<file path="src/rtl/lsu_pkg.sv">
// Shared encodings for the load/store execute stage: FSM states, decoded ops,
// decode flag positions, exception causes and byte_size codes.
package lsu_pkg;

  typedef enum logic [2:0] {
    ST_IDLE,
    ST_READ,
    ST_WRITE,
    ST_DONE,
    ST_ERR
  } lsu_state_t;

  typedef enum logic [3:0] {
    OP_NONE,
    OP_LB,
    OP_LBU,
    OP_LH,
    OP_LHU,
    OP_LW,
    OP_SB,
    OP_SH,
    OP_SW
  } lsu_op_t;

  localparam int FLAG_LB  = 29;
  localparam int FLAG_LBU = 30;
  localparam int FLAG_LH  = 31;
  localparam int FLAG_LHU = 32;
  localparam int FLAG_LW  = 33;
  localparam int FLAG_SB  = 34;
  localparam int FLAG_SH  = 35;
  localparam int FLAG_SW  = 36;

  localparam logic [3:0] CAUSE_LD_MISALIGN = 4'd4;
  localparam logic [3:0] CAUSE_LD_FAULT    = 4'd5;
  localparam logic [3:0] CAUSE_ST_MISALIGN = 4'd6;
  localparam logic [3:0] CAUSE_ST_FAULT    = 4'd7;

  localparam logic [1:0] BSIZE_WORD = 2'd0;
  localparam logic [1:0] BSIZE_BYTE = 2'd1;
  localparam logic [1:0] BSIZE_HALF = 2'd2;

  // Decode flags are nominally one-hot; if several memory bits are set the lowest index wins.
  function automatic lsu_op_t decode_op(input logic [47:0] flags);
    lsu_op_t op;
    if (flags[FLAG_LB])       op = OP_LB;
    else if (flags[FLAG_LBU]) op = OP_LBU;
    else if (flags[FLAG_LH])  op = OP_LH;
    else if (flags[FLAG_LHU]) op = OP_LHU;
    else if (flags[FLAG_LW])  op = OP_LW;
    else if (flags[FLAG_SB])  op = OP_SB;
    else if (flags[FLAG_SH])  op = OP_SH;
    else if (flags[FLAG_SW])  op = OP_SW;
    else                      op = OP_NONE;
    return op;
  endfunction

  function automatic logic is_load(input lsu_op_t op);
    return op inside {OP_LB, OP_LBU, OP_LH, OP_LHU, OP_LW};
  endfunction

  function automatic logic [1:0] size_of(input lsu_op_t op);
    logic [1:0] sz;
    case (op)
      OP_LB, OP_LBU, OP_SB: sz = BSIZE_BYTE;
      OP_LH, OP_LHU, OP_SH: sz = BSIZE_HALF;
      default:              sz = BSIZE_WORD;
    endcase
    return sz;
  endfunction

endpackage

</file>
<file path="src/rtl/lsu_align.sv">
// Byte-lane steering: shifts store data into its lanes with matching strobes,
// and pulls a load lane out of the bus word with sign or zero extension.
module lsu_align
  import lsu_pkg::*;
#(
  parameter int XLEN  = 32,
  parameter int OFF_W = 2
) (
  input  lsu_op_t               st_op,
  input  logic [OFF_W-1:0]      st_off,
  input  logic [XLEN-1:0]       rs2_data,
  output logic [XLEN-1:0]       st_data,
  output logic [XLEN/8-1:0]     st_strb,
  input  lsu_op_t               ld_op,
  input  logic [OFF_W-1:0]      ld_off,
  input  logic [XLEN-1:0]       mem_data_in,
  output logic [XLEN-1:0]       ld_data
);
  localparam int STRB_W = XLEN / 8;

  logic [XLEN-1:0] lane;
  logic            unused_lane;

  assign st_data     = rs2_data << {st_off, 3'b000};
  assign lane        = mem_data_in >> {ld_off, 3'b000};
  assign unused_lane = &{1'b0, lane};

  always_comb begin
    st_strb = '0;
    case (st_op)
      OP_SB:   st_strb = STRB_W'(1) << st_off;
      OP_SH:   st_strb = STRB_W'(3) << st_off;
      OP_SW:   st_strb = STRB_W'(15) << st_off;
      default: st_strb = '0;
    endcase
  end

  // lw is sign-extended too, which only matters on a 64-bit datapath.
  always_comb begin
    ld_data = '0;
    case (ld_op)
      OP_LB:   ld_data = XLEN'($signed(lane[7:0]));
      OP_LBU:  ld_data = XLEN'(lane[7:0]);
      OP_LH:   ld_data = XLEN'($signed(lane[15:0]));
      OP_LHU:  ld_data = XLEN'(lane[15:0]);
      OP_LW:   ld_data = XLEN'($signed(lane[31:0]));
      default: ld_data = '0;
    endcase
  end

endmodule

</file>
<file path="src/rtl/ex_lsu.sv">
// Load/store execute stage: issues bus reads/writes, aligns lanes, extends load
// data, and turns misalignment or bus timeouts into one-cycle exceptions.
module ex_lsu
  import lsu_pkg::*;
#(
  parameter int XLEN          = 32,
  parameter int ADDR_W        = 32,
  parameter int TIMEOUT_CYC   = 256,
  parameter int MISALIGN_TRAP = 1
) (
  input  logic                clk,
  input  logic                rst,
  input  logic [4:0]          rd,
  input  logic [XLEN-1:0]     rs1_data,
  input  logic [XLEN-1:0]     rs2_data,
  input  logic [11:0]         imm_2031,
  input  logic [47:0]         inst_flags,
  input  logic [XLEN-1:0]     mem_data_in,
  input  logic                mem_read_ready,
  input  logic                mem_write_ready,
  output logic [ADDR_W-1:0]   mem_addr,
  output logic [XLEN-1:0]     mem_data,
  output logic [XLEN/8-1:0]   mem_wstrb,
  output logic [1:0]          byte_size,
  output logic                mem_read_en,
  output logic                mem_write_en,
  output logic                busy_flag,
  output logic                wb_rd_wait,
  output logic [4:0]          rd_out,
  output logic                rd_en,
  output logic [XLEN-1:0]     rd_data,
  output logic                exc_valid,
  output logic [3:0]          exc_cause,
  output logic [ADDR_W-1:0]   exc_addr
);
  localparam int STRB_W = XLEN / 8;
  localparam int OFF_W  = $clog2(STRB_W);
  localparam int CNT_W  = (TIMEOUT_CYC > 1) ? $clog2(TIMEOUT_CYC + 1) : 1;
  localparam logic [CNT_W-1:0] CNT_LAST = (TIMEOUT_CYC > 0) ? CNT_W'(TIMEOUT_CYC - 1) : '0;

  lsu_state_t        state;
  lsu_op_t           op_in;
  lsu_op_t           op_q;
  logic [OFF_W-1:0]  off_q;
  logic [ADDR_W-1:0] ea_q;
  logic [CNT_W-1:0]  cnt;

  logic [XLEN-1:0]   ea_full;
  logic [ADDR_W-1:0] ea_raw;
  logic [ADDR_W-1:0] ea_eff;
  logic              is_half;
  logic              is_word;
  logic              misaligned;
  logic              trap;
  logic              timed_out;
  logic [XLEN-1:0]   st_data;
  logic [STRB_W-1:0] st_strb;
  logic [XLEN-1:0]   ld_data;
  logic              unused_bits;

  assign op_in       = decode_op(inst_flags);
  assign ea_full     = rs1_data + XLEN'($signed(imm_2031));
  assign ea_raw      = ea_full[ADDR_W-1:0];
  assign is_half     = op_in inside {OP_LH, OP_LHU, OP_SH};
  assign is_word     = op_in inside {OP_LW, OP_SW};
  assign misaligned  = (is_half && ea_raw[0]) || (is_word && (ea_raw[1:0] != 2'b00));
  assign trap        = misaligned && (MISALIGN_TRAP != 0);
  assign timed_out   = (TIMEOUT_CYC != 0) && (cnt == CNT_LAST);
  assign unused_bits = &{1'b0, inst_flags[47:37], inst_flags[28:0], ea_full};

  // Without trapping, a misaligned access is silently pulled down to its natural boundary.
  always_comb begin
    ea_eff = ea_raw;
    if (MISALIGN_TRAP == 0) begin
      if (is_half) ea_eff[0] = 1'b0;
      if (is_word) ea_eff[1:0] = 2'b00;
    end
  end

  lsu_align #(
    .XLEN  (XLEN),
    .OFF_W (OFF_W)
  ) u_align (
    .st_op       (op_in),
    .st_off      (ea_eff[OFF_W-1:0]),
    .rs2_data    (rs2_data),
    .st_data     (st_data),
    .st_strb     (st_strb),
    .ld_op       (op_q),
    .ld_off      (off_q),
    .mem_data_in (mem_data_in),
    .ld_data     (ld_data)
  );

  assign busy_flag  = ((state == ST_IDLE) && (op_in != OP_NONE)) ||
                      (state == ST_READ) || (state == ST_WRITE) || (state == ST_ERR);
  assign wb_rd_wait = (state == ST_READ) || ((state == ST_IDLE) && is_load(op_in));

  // Every bus-facing and writeback output is registered; rd_en and exc_valid are one-cycle strobes.
  always_ff @(posedge clk or posedge rst) begin
    if (rst) begin
      state        <= ST_IDLE;
      op_q         <= OP_NONE;
      off_q        <= '0;
      ea_q         <= '0;
      cnt          <= '0;
      mem_addr     <= '0;
      mem_data     <= '0;
      mem_wstrb    <= '0;
      byte_size    <= BSIZE_WORD;
      mem_read_en  <= 1'b0;
      mem_write_en <= 1'b0;
      rd_out       <= '0;
      rd_en        <= 1'b0;
      rd_data      <= '0;
      exc_valid    <= 1'b0;
      exc_cause    <= '0;
      exc_addr     <= '0;
    end else begin
      rd_en     <= 1'b0;
      exc_valid <= 1'b0;
      case (state)
        ST_IDLE: begin
          if (op_in != OP_NONE) begin
            op_q      <= op_in;
            off_q     <= ea_eff[OFF_W-1:0];
            ea_q      <= ea_eff;
            cnt       <= '0;
            byte_size <= size_of(op_in);
            rd_out    <= is_load(op_in) ? rd : 5'd0;
            if (trap) begin
              exc_valid <= 1'b1;
              exc_cause <= is_load(op_in) ? CAUSE_LD_MISALIGN : CAUSE_ST_MISALIGN;
              exc_addr  <= ea_eff;
              state     <= ST_ERR;
            end else if (is_load(op_in)) begin
              mem_addr    <= ea_eff;
              mem_read_en <= 1'b1;
              state       <= ST_READ;
            end else begin
              mem_addr     <= ea_eff;
              mem_data     <= st_data;
              mem_wstrb    <= st_strb;
              mem_write_en <= 1'b1;
              state        <= ST_WRITE;
            end
          end else begin
            rd_out <= 5'd0;
          end
        end
        ST_READ: begin
          if (mem_read_ready) begin
            rd_data     <= ld_data;
            rd_en       <= 1'b1;
            mem_read_en <= 1'b0;
            cnt         <= '0;
            state       <= ST_DONE;
          end else if (timed_out) begin
            mem_read_en <= 1'b0;
            exc_valid   <= 1'b1;
            exc_cause   <= CAUSE_LD_FAULT;
            exc_addr    <= ea_q;
            cnt         <= '0;
            state       <= ST_ERR;
          end else begin
            cnt <= cnt + CNT_W'(1);
          end
        end
        ST_WRITE: begin
          if (mem_write_ready) begin
            mem_write_en <= 1'b0;
            mem_wstrb    <= '0;
            cnt          <= '0;
            state        <= ST_DONE;
          end else if (timed_out) begin
            mem_write_en <= 1'b0;
            mem_wstrb    <= '0;
            exc_valid    <= 1'b1;
            exc_cause    <= CAUSE_ST_FAULT;
            exc_addr     <= ea_q;
            cnt          <= '0;
            state        <= ST_ERR;
          end else begin
            cnt <= cnt + CNT_W'(1);
          end
        end
        ST_DONE: state <= ST_IDLE;
        ST_ERR:  state <= ST_IDLE;
        default: state <= ST_IDLE;
      endcase
    end
  end

endmodule

</file>
<file path="config.mk">
export PLATFORM = sky130hd
export DESIGN_NAME = ex_lsu
export DESIGN_NICKNAME = d
export VERILOG_FILES = /design/src/rtl/lsu_pkg.sv /design/src/rtl/lsu_align.sv /design/src/rtl/ex_lsu.sv
export SDC_FILE = /design/constraint.sdc
export NUM_CORES = 1
export LEC_CHECK = 0
export ABC_AREA = 0
export CORE_ASPECT_RATIO = 1.25
export CORE_MARGIN = 2
export CORE_UTILIZATION = 40
export DETAILED_ROUTE_END_ITERATION = 12
export GPL_TIMING_DRIVEN = 0
export PLACE_DENSITY = 0.68
export SYNTH_ARGS = -nofsm -noshare
export SYNTH_HDL_FRONTEND = slang
export SYNTH_SLANG_ARGS = --single-unit
export TNS_END_PERCENT = 50
</file>
<file path="constraint.sdc">
create_clock -name clk -period 9.2 [get_ports clk]
set_input_delay 2.76 -clock clk [delete_from_list [all_inputs] [get_ports clk]]
set_output_delay 2.76 -clock clk [all_outputs]
set_load 0.05 [all_outputs]
</file>
# Word-level counts from Yosys, hierarchy flattened

Cells that the tools add are included.

Equal/unequal tests: 28
Shift-type cells: 5
Muxes and demuxes: 64
Reduce and logical (&&, ||, !) cells: 29
Bitwise gates (word level): 2
$add $sub $neg: 2

Operators by type and width:

| operator                                                              | count |
|---|---|
| 32-bit two-way mux                                                    | 5 |
| 32-bit one-hot mux with 5 select lines                                | 1 |
| 32-bit one-hot mux with 3 select lines                                | 1 |
| 4-bit two-way mux                                                     | 19 |
| 9-bit two-way mux                                                     | 4 |
| 32-bit adder                                                          | 1 |
| 32-bit by 5-bit left shift with 32-bit output                         | 1 |
| 32-bit by 5-bit >> shifter with 32-bit output                         | 1 |
| 9-bit one-hot mux with 3 select lines                                 | 1 |
| 4-bit by 3-bit equality test with 1-bit output, second input constant | 6 |
| 4-bit one-hot mux with 3 select lines                                 | 2 |
| 4-bit by 2-bit equality test with 1-bit output, second input constant | 4 |
| 1-bit two-way mux                                                     | 16 |
| 3-bit two-way mux                                                     | 5 |
| 5-bit AND reduction                                                   | 3 |
| 2-bit != test, second input constant                                  | 7 |
| 5-bit two-way mux                                                     | 2 |
| 9-bit by 1-bit adder with 9-bit output, second input constant         | 1 |
| 9-bit by 8-bit equality test with 1-bit output, second input constant | 1 |
| 3-bit one-hot mux with 3 select lines                                 | 1 |
| 4-bit by 1-bit equality test with 1-bit output, second input constant | 2 |
| 4-bit one-hot mux with 2 select lines                                 | 1 |
| 2-bit nonzero test                                                    | 4 |
| 7-bit AND reduction                                                   | 1 |
| other kinds (24)                                                      | 40 |

Word-level logic and storage cells: 147
Output and inout bits: 149
Input port bits: 165
Register bits: 197

# Logic depth before layout (Yosys ltp)

Gate-level depths: netlist (run 1).

Depth after elaboration: 15
Mapped depth: 12
Mapped depth without buffers: 11

# By module

Synthesis (run 1) repeated with hierarchy kept, for this count alone.

Cells, all modules: 1121
Area, all modules: 10904.2 sq um

Modules (own cells, without submodules):

| module    | instances | area each (sq um) | cells an instance | seq. area each (sq um) |
|---|---|---|---|---|
| ex_lsu    | 1         | 9476.6            | 922               | 4854.7 |
| lsu_align | 1         | 1427.6            | 199               | 0.0 |

# Least setup slack after synthesis (run 1)

No wires, ideal clock.

Path kind: input -> output
Start point: input inst_flags[31]
End point: output wb_rd_wait
Data required time: 6.440 ns
Path buffers: 1
Arrival time: 4.295 ns
Stages on the path: 4
Slack: 2.145 ns
Path through: buf_2 or3_1 nor3_1 o21ai_0

Longest elaborated chain between the ends: 7

Ends and longest elaborated chain:

| element                                                                      | RTL line      | RTL |
|---|---|---|
| from (decl)                                                                  | ex_lsu.sv:17  | `input logic [47:0] inst_flags,` |
| 4-bit two-way mux (*)                                                        | lsu_pkg.sv:48 | `else if (flags[FLAG_LH]) op = OP_LH;` |
| 4-bit two-way mux (*)                                                        | lsu_pkg.sv:47 | `else if (flags[FLAG_LBU]) op = OP_LBU;` |
| 4-bit two-way mux (*)                                                        | lsu_pkg.sv:46 | `if (flags[FLAG_LB]) op = OP_LB;` |
| 4-bit by 1-bit equality test with 1-bit output, or another cell as far along | lsu_pkg.sv:59 | `return op inside {OP_LB, OP_LBU, OP_LH, OP_LHU, OP_LW};` |
| 5-bit nonzero test (*)                                                       | lsu_pkg.sv:59 |  |
| 1-bit logical AND (*)                                                        | ex_lsu.sv:97  | `assign wb_rd_wait = (state == ST_READ) \|\| ((state == ST_IDLE) && is_load(op_in));` |
| 1-bit logical OR (*)                                                         | ex_lsu.sv:97  |  |
| to (decl)                                                                    | ex_lsu.sv:28  | `output logic wb_rd_wait,` |

Mark *: on every way between the ends. The rest lies on a longest branch, timed or not.

# Final worst setup path (run 1)

Start point: input inst_flags[30]
End point: output wb_rd_wait

Longest elaborated chain between the ends: 6

Ends and longest elaborated chain:

| element                                                                      | RTL line |
|---|---|
| 4-bit two-way mux (*)                                                        | lsu_pkg.sv:47 |
| 4-bit two-way mux (*)                                                        | lsu_pkg.sv:46 |
| 4-bit by 1-bit equality test with 1-bit output, or another cell as far along | lsu_pkg.sv:59 |
| 5-bit nonzero test (*)                                                       | lsu_pkg.sv:59 |
| 1-bit logical AND (*)                                                        | ex_lsu.sv:97 |
| 1-bit logical OR (*)                                                         | ex_lsu.sv:97 |

Marks and branches as above.

==> results by group, run 1 <==
Power
  – Max IR drop VDD: 0.195 mV
  – Static leakage: 5.97 nW
  – Power density over the cells: 349 nW/um^2
  – Final Power: 4.89 mW

STA
  – RSZ-0062 raised after global routing: no
  – Achievable frequency: 0.119 GHz
  – Final setup vio count: 0
  – Worst-case clock skew: 0.0148 ns
  – Count of pins over their slew limit: 0
  – Max-slew headroom: 0.157
  – Final cycle utilization of the critical path: 0.912
  – Final hold viol count: 0
  – Minimum clock period after layout: 8.39 ns
  – Measured slew at the worst slew-check pin: 1.25 ns
  – Setup TNS: 0 ns

Min path
  – Worst min path class: flop to flop

Floorplanning
  – Floorplan Core Area: 25200 um^2
  – Die Outline Area: 26900 um^2
  – I/O pins: 314
  – Placement Rows: 65
  – Initial Util: 0.406
  – Width of the die: 147 um
  – Die height: 183 um

Clocking
  – Clock slew at the register clock pins of the worst setup and hold paths: 0.07 ns
  – Later-pin clock latency in the skew report: 0.44 ns
  – Root buffer cell: sky130_fd_sc_hd__clkbuf_16
  – Buffer levels on the longest clock path: 2
  – Clock buffer count from CTS: 17
  – Postcts setup bufs: 0
  – Number of H-tree levels: 4
  – # resized after CTS: 0
  – Number of hold-repair buffers added at the cts stage: 0
  – CTS tree: yes
  – Clk sink count: 194

Layout
  – Fillcell total: 2359
  – Number of nets in the final layout: 1617
  – Layout cells sized above 1: 0.0573
  – Number of diodes added for antenna fixing: 0
  – Area grow syn2layout: 37.0%
  – Utilization of the core after routing: 0.556
  – Number of non-filler instances in the completed layout: 1767
  – Total area of multi-input combinational cells: 5060 um^2
  – Reg area: 4850 um^2

Global route
  – First-pass GRT wire length: 51000 um
  – Aggregate global routing overflow: 0
  – Global Route Usage Sum: 0.239
  – Via count of the first global-routing pass: 9471
  – Maximum number of pins on one net before global-route repair: 112
  – Number of antenna violations at the first check in global routing: 0

Placement
  – Placed wire-length estimate: 24600 um
  – Placed insts: 1735
  – RD Place Congestion: 0.884
  – Input/output buffers: 270

Yosys
  – Async set-reset flop share out of synthesis: 1.00
  – Ranking of synthesized cells by instance count: sky130_fd_sc_hd__dfrtp_1, sky130_fd_sc_hd__nand2_1, sky130_fd_sc_hd__o21ai_0
  – Synth Warn #: 0
  – Number of instances in the synthesized netlist: 1128
  – Syn_area_per_cell: 9.07 um^2
  – Synthesized Nets: 1326
  – Sequential cell area fraction in the yosys report: 0.475
  – Post-synth EDFFs: 0
  – Top post-synthesis cells by area: sky130_fd_sc_hd__dfrtp_1, sky130_fd_sc_hd__o21ai_0, sky130_fd_sc_hd__nand2_1
  – Area fraction of the dominant cell type after synthesis: 0.475
  – Netlist Area Pre-Place: 10200 um^2
  – Most frequently used cell type in the post-synthesis netlist: sky130_fd_sc_hd__dfrtp_1
  – Most frequently used flop master after synthesis: sky130_fd_sc_hd__dfrtp_1
  – Library cell with the largest summed area after synthesis: sky130_fd_sc_hd__dfrtp_1
  – Number of different library cells in the post-synthesis netlist: 69
  – Yosys reg bits: 194

Worst setup path
  – Critical path capture point type: primary output
  – Launching element type of the critical path: primary input
  – Worst Path Max Fanout: 8
  – Req. time, crit path: 6.44 ns
  – Critical setup path kind: primary input to primary output
  – Worst Path Arrival: 5.63 ns

Detailed routing
  – DRC viols: 0
  – Count of antenna-violating nets left after detailed routing: 0
  – Final Routed Wirelength: 32200 um
  – DRC marker count from the first detailed-route iteration: 408
  – Count of vias placed by the detailed router: 9556
  – Number of vias per cell after detailed routing: 5.41
  – Detail-routed net length per standard cell: 18.2 um
  – Number of iterations in the first detailed-routing pass: 5

Flow run
  – MaxCap Viol Count: 0

Outcome
  – Outcome: complete, no violations
[per-stage QoR]
stage / worst slack [ns] / hold slack (ns) / area [um^2]
5_1_grt: 0.670 / 0.503 / 14000
3_3_place_gp: -1.54 / 0.460 / 13400
2_1_floorplan: 1.16 / 0.449 / 10200
3_5_place_dp: 0.819 / 0.468 / 13400
4_1_cts: 0.787 / 0.483 / 14000
6_report: 0.806 / 0.480 / 14000
[worst max-delay path, stage by stage]
cell and delay [ns]:
sky130_fd_sc_hd__clkdlybuf4s50_1 0.55, sky130_fd_sc_hd__or3_1 0.47, sky130_fd_sc_hd__nor3_1 0.74, sky130_fd_sc_hd__o21ai_0 0.31, sky130_fd_sc_hd__clkdlybuf4s50_1 0.80
[flip-flops by register name, summed over array words and instances (netlist names)]
signal / count
byte_size: 2
cnt: 9
ea_q: 31
exc_addr: 32
exc_cause: 3
exc_valid: 1
mem_addr: 32
mem_data: 32
mem_read_en: 1
mem_write_en: 1
mem_wstrb: 4
off_q: 1
op_q: 4
rd_data: 32
rd_en: 1
rd_out: 5
state: 3
[worst paths after layout]
| kind | startpoint | cells past startpoint | slack, ns | to |
|---|---|---|---|---|
| setup / recovery | inst_flags[30] | 5 | 0.81 | wb_rd_wait |
| hold / removal | rd_data[29] | 2 | 0.48 | rd_data[29] |
| setup reg to reg | off_q[0] | 9 | 6.34 | rd_data[31] |
| hold reg to reg | rd_data[29] | 2 | 0.48 | rd_data[29] |
| max in group asynchronous | rst | 3 | 5.45 | mem_data[30] |
| min in group asynchronous | rst | 2 | 2.79 | mem_addr[30] |
[logic make-up (layout without fill, tap and decap cells)]
family / Yosys count / in the layout / share of synthesized area
compound gates: 368 / 368 / 0.216
xor+xnor: 27 / 27 / 0.0239
fa+ha+maj: 33 / 33 / 0.0411
buf+inv: 76 / 380 / 0.0311
flops: 194 / 194 / 0.475
mux: 51 / 51 / 0.0521
other cells: 1 / 1 / 0.000367
simple gates: 378 / 378 / 0.160
[routing by layer]
layer / track usage / share of wire / vias to the layer above
met5: 0 / 0 / -
met2: 0.432 / 0.51 / 299
met3: 0.0341 / 0.053 / 36
li1: - / - / 4586
met4: 0.0642 / 0.019 / 0
met1: 0.301 / 0.41 / 4635
[report_power, final]
| part | total, mW | switching, mW | internal (mW) |
|---|---|---|---|
| logic | 2.68 | 1.82 | 0.859 |
| registers | 1.42 | 0.217 | 1.20 |
| clock network | 0.797 | 0.347 | 0.450 |
[area by class of cell]
class / instances / area share
inverters: 15 / 0.00455
plain buffers: 61 / 0.0187
clock inverters: 12 / 0.0121
flip-flops and latches: 194 / 0.346
repair buffers: 272 / 0.195
multi-input cells: 858 / 0.361
well taps: 335 / 0.0299
clock buffers: 20 / 0.0326
[layout by cell type (no fill, tap or decap), types with 5 or more instances in the layout]
master	count
sky130_fd_sc_hd__o21a_1	6
sky130_fd_sc_hd__xnor2_1	14
sky130_fd_sc_hd__mux2i_1	33
sky130_fd_sc_hd__o21bai_1	5
sky130_fd_sc_hd__o21ai_1	7
sky130_fd_sc_hd__o21ai_0	150
sky130_fd_sc_hd__nand2b_1	9
sky130_fd_sc_hd__a31oi_1	6
sky130_fd_sc_hd__a21oi_1	94
sky130_fd_sc_hd__xor2_1	12
sky130_fd_sc_hd__a211oi_1	30
sky130_fd_sc_hd__and2_1	7
sky130_fd_sc_hd__clkdlybuf4s50_1	270
sky130_fd_sc_hd__mux2_2	16
sky130_fd_sc_hd__buf_2	12
sky130_fd_sc_hd__nor2b_1	15
sky130_fd_sc_hd__ha_1	32
sky130_fd_sc_hd__clkbuf_16	17
sky130_fd_sc_hd__o22ai_1	12
sky130_fd_sc_hd__dfrtp_1	194
sky130_fd_sc_hd__nor2_1	81
sky130_fd_sc_hd__inv_1	13
sky130_fd_sc_hd__or3_1	6
sky130_fd_sc_hd__o211ai_1	5
sky130_fd_sc_hd__o31ai_1	13
sky130_fd_sc_hd__clkbuf_1	40
sky130_fd_sc_hd__buf_1	8
sky130_fd_sc_hd__nand3_1	15
sky130_fd_sc_hd__nand2_1	189
sky130_fd_sc_hd__a21o_1	12
sky130_fd_sc_hd__nor3_1	36
(Power assumes the default switching activity.)
==> run 2, diff against run 1 <==
Settings changed: CAP_MARGIN set to 20, TNS_END_PERCENT 50 to 10.
==> results by group, run 2 (synthesis results as in run 1) <==
STA
  – RSZ-0062 raised after global routing: no
  – Count of pins over their slew limit: 0
  – Minimum clock period after layout: 8.41 ns
  – Final setup slack of the worst path: 0.791 ns
  – Achievable frequency: 0.119 GHz
  – Max-slew headroom: 0.259
  – Measured slew at the worst slew-check pin: 1.10 ns
  – Final setup vio count: 0
  – Final hold viol count: 0
  – Worst-case clock skew: 0.00858 ns
  – Final cycle utilization of the critical path: 0.914

Floorplanning
  – Floorplan Core Area: 25200 um^2
  – Die height: 183 um
  – Width of the die: 147 um
  – Initial Util: 0.406
  – Placement Rows: 65
  – Die Outline Area: 26900 um^2
  – I/O pins: 314

Worst setup path
  – Critical setup path kind: primary input to primary output
  – Most used cell along the critical path: sky130_fd_sc_hd__clkdlybuf4s50_1
  – Reg2Reg Setup Slack: 6.33 ns
  – Launching element type of the critical path: primary input
  – Critical Path Slowest Stage Cell: sky130_fd_sc_hd__clkdlybuf4s50_1
  – Start of the worst register-to-register path: off_q[0]
  – Critical path capture point type: primary output
  – Crit path largest cell delay: 0.80 ns
  – Cell breakdown of the critical path: clkdlybuf4s50_1 -> or3_1 -> nor3_1 -> o21ai_0 -> clkdlybuf4s50_1
  – Worst Path Arrival: 5.65 ns
  – Cell family with most CP delay: buffers and inverters
  – Worst Path Max Fanout: 8
  – End of the worst register-to-register path: rd_data[31]
  – Length in cells of the worst reg-to-reg path: 9
  – Number of buffers and inverters on the critical path: 2
  – Req. time, crit path: 6.44 ns

Clocking
  – CTS tree: yes
  – Number of hold-repair buffers added at the cts stage: 0
  – Buffer levels on the longest clock path: 2
  – Clk sink count: 194
  – Postcts setup bufs: 0
  – Root buffer cell: sky130_fd_sc_hd__clkbuf_16
  – # resized after CTS: 0
  – Number of H-tree levels: 4
  – Clock buffer count from CTS: 17
  – Later-pin clock latency in the skew report: 0.43 ns
  – Clock slew at the register clock pins of the worst setup and hold paths: 0.07 ns

Layout
  – Number of diodes added for antenna fixing: 0
  – Number of nets in the final layout: 1618
  – Utilization of the core after routing: 0.555
  – Leading cell type in the layout, fill and taps excluded: sky130_fd_sc_hd__clkdlybuf4s50_1
  – Reg area: 4850 um^2
  – Fillcell total: 2336
  – Top library cells by usage in the layout, fill and taps aside: sky130_fd_sc_hd__clkdlybuf4s50_1, sky130_fd_sc_hd__dfrtp_1, sky130_fd_sc_hd__nand2_1
  – Total area of multi-input combinational cells: 5060 um^2
  – Layout cells sized above 1: 0.0586
  – Area grow syn2layout: 36.7%

Flow run
  – MaxCap Viol Count: 0

Min path
  – Worst Hold Path Cells: 2
  – Destination of the worst hold path: mem_data[2]
  – Worst min path class: flop to flop
  – Startpoint of the worst hold path: mem_data[2]

Detailed routing
  – Detail-routed net length per standard cell: 18.1 um
  – DRC marker count from the first detailed-route iteration: 448
  – DRC viols: 0
  – Final Routed Wirelength: 32000 um
  – Number of iterations in the first detailed-routing pass: 4
  – Count of vias placed by the detailed router: 9586
  – Count of antenna-violating nets left after detailed routing: 0
  – Number of vias per cell after detailed routing: 5.42

Global route
  – First-pass GRT wire length: 51100 um
  – Global Route Usage Sum: 0.240
  – Via count of the first global-routing pass: 9413
  – Aggregate global routing overflow: 0
  – Number of antenna violations at the first check in global routing: 0
  – Maximum number of pins on one net before global-route repair: 112

Placement
  – Setup WS pre-CTS: 0.818 ns
  – Input/output buffers: 270
  – Placed wire-length estimate: 24600 um
  – RD Place Congestion: 0.884

Power
  – Power density over the cells: 346 nW/um^2
  – Static leakage: 5.95 nW
  – Max IR drop VDD: 0.199 mV

Outcome
  – Outcome: complete, no violations
## run 2: routing by layer
layer	vias up	GRT usage	part of all wire
li1	4586	-	-
met1	4676	0.300	0.41
met2	284	0.429	0.52
met3	40	0.0378	0.050
met4	0	0.0708	0.021
met5	-	0	0
## run 2: layout make-up
| type | instances | area share |
|---|---|---|
| Inverter | 15 | 0.00456 |
| Sequential cell | 194 | 0.347 |
| Timing Repair Buffer | 273 | 0.196 |
| Tap cell | 335 | 0.0300 |
| Buffer | 61 | 0.0187 |
| Clock buffer | 20 | 0.0334 |
| Clock inverter | 12 | 0.00868 |
| Multi-Input combinational cell | 858 | 0.362 |
## run 2: report_power, final
part           leakage (nW)  internal (mW)  switching [mW]  total, mW
Combinational          3.20          0.860            1.82       2.68
Clock                 0.287          0.402           0.344      0.746
Sequential             2.47           1.20           0.214       1.41
## run 2: how the worst max path moves through the flow
stage | startpoint | end | slack, ns | cells after the start
detailed placement | inst_flags[30] | wb_rd_wait | 0.82 | 5
CTS | inst_flags[30] | wb_rd_wait | 0.79 | 5
finish | inst_flags[30] | wb_rd_wait | 0.79 | 5
global route | inst_flags[30] | wb_rd_wait | 0.68 | 5
global placement | rst | exc_cause[0] | -1.54 | 2
floorplan | rst | byte_size[0] | 1.16 | 1
## run 2: tightest hold or removal path, cell delays in order (launching register included)
cell and delay [ns]:
sky130_fd_sc_hd__dfrtp_1 0.34, sky130_fd_sc_hd__nand2_1 0.04, sky130_fd_sc_hd__o21ai_0 0.06
## run 2: stage by stage
stage	std cells	setup TNS, ns	hold slack (ns)	power, mW	area (um^2)
floorplan	1128	0	0.449	3.14	10200
global placement	1733	-296.49	0.460	4.08	13400
detailed placement	1736	0	0.468	4.12	13400
CTS	1768	0	0.484	4.87	14000
global route	1768	0	0.501	5.12	14000
finish	1768	0	0.483	4.84	14000
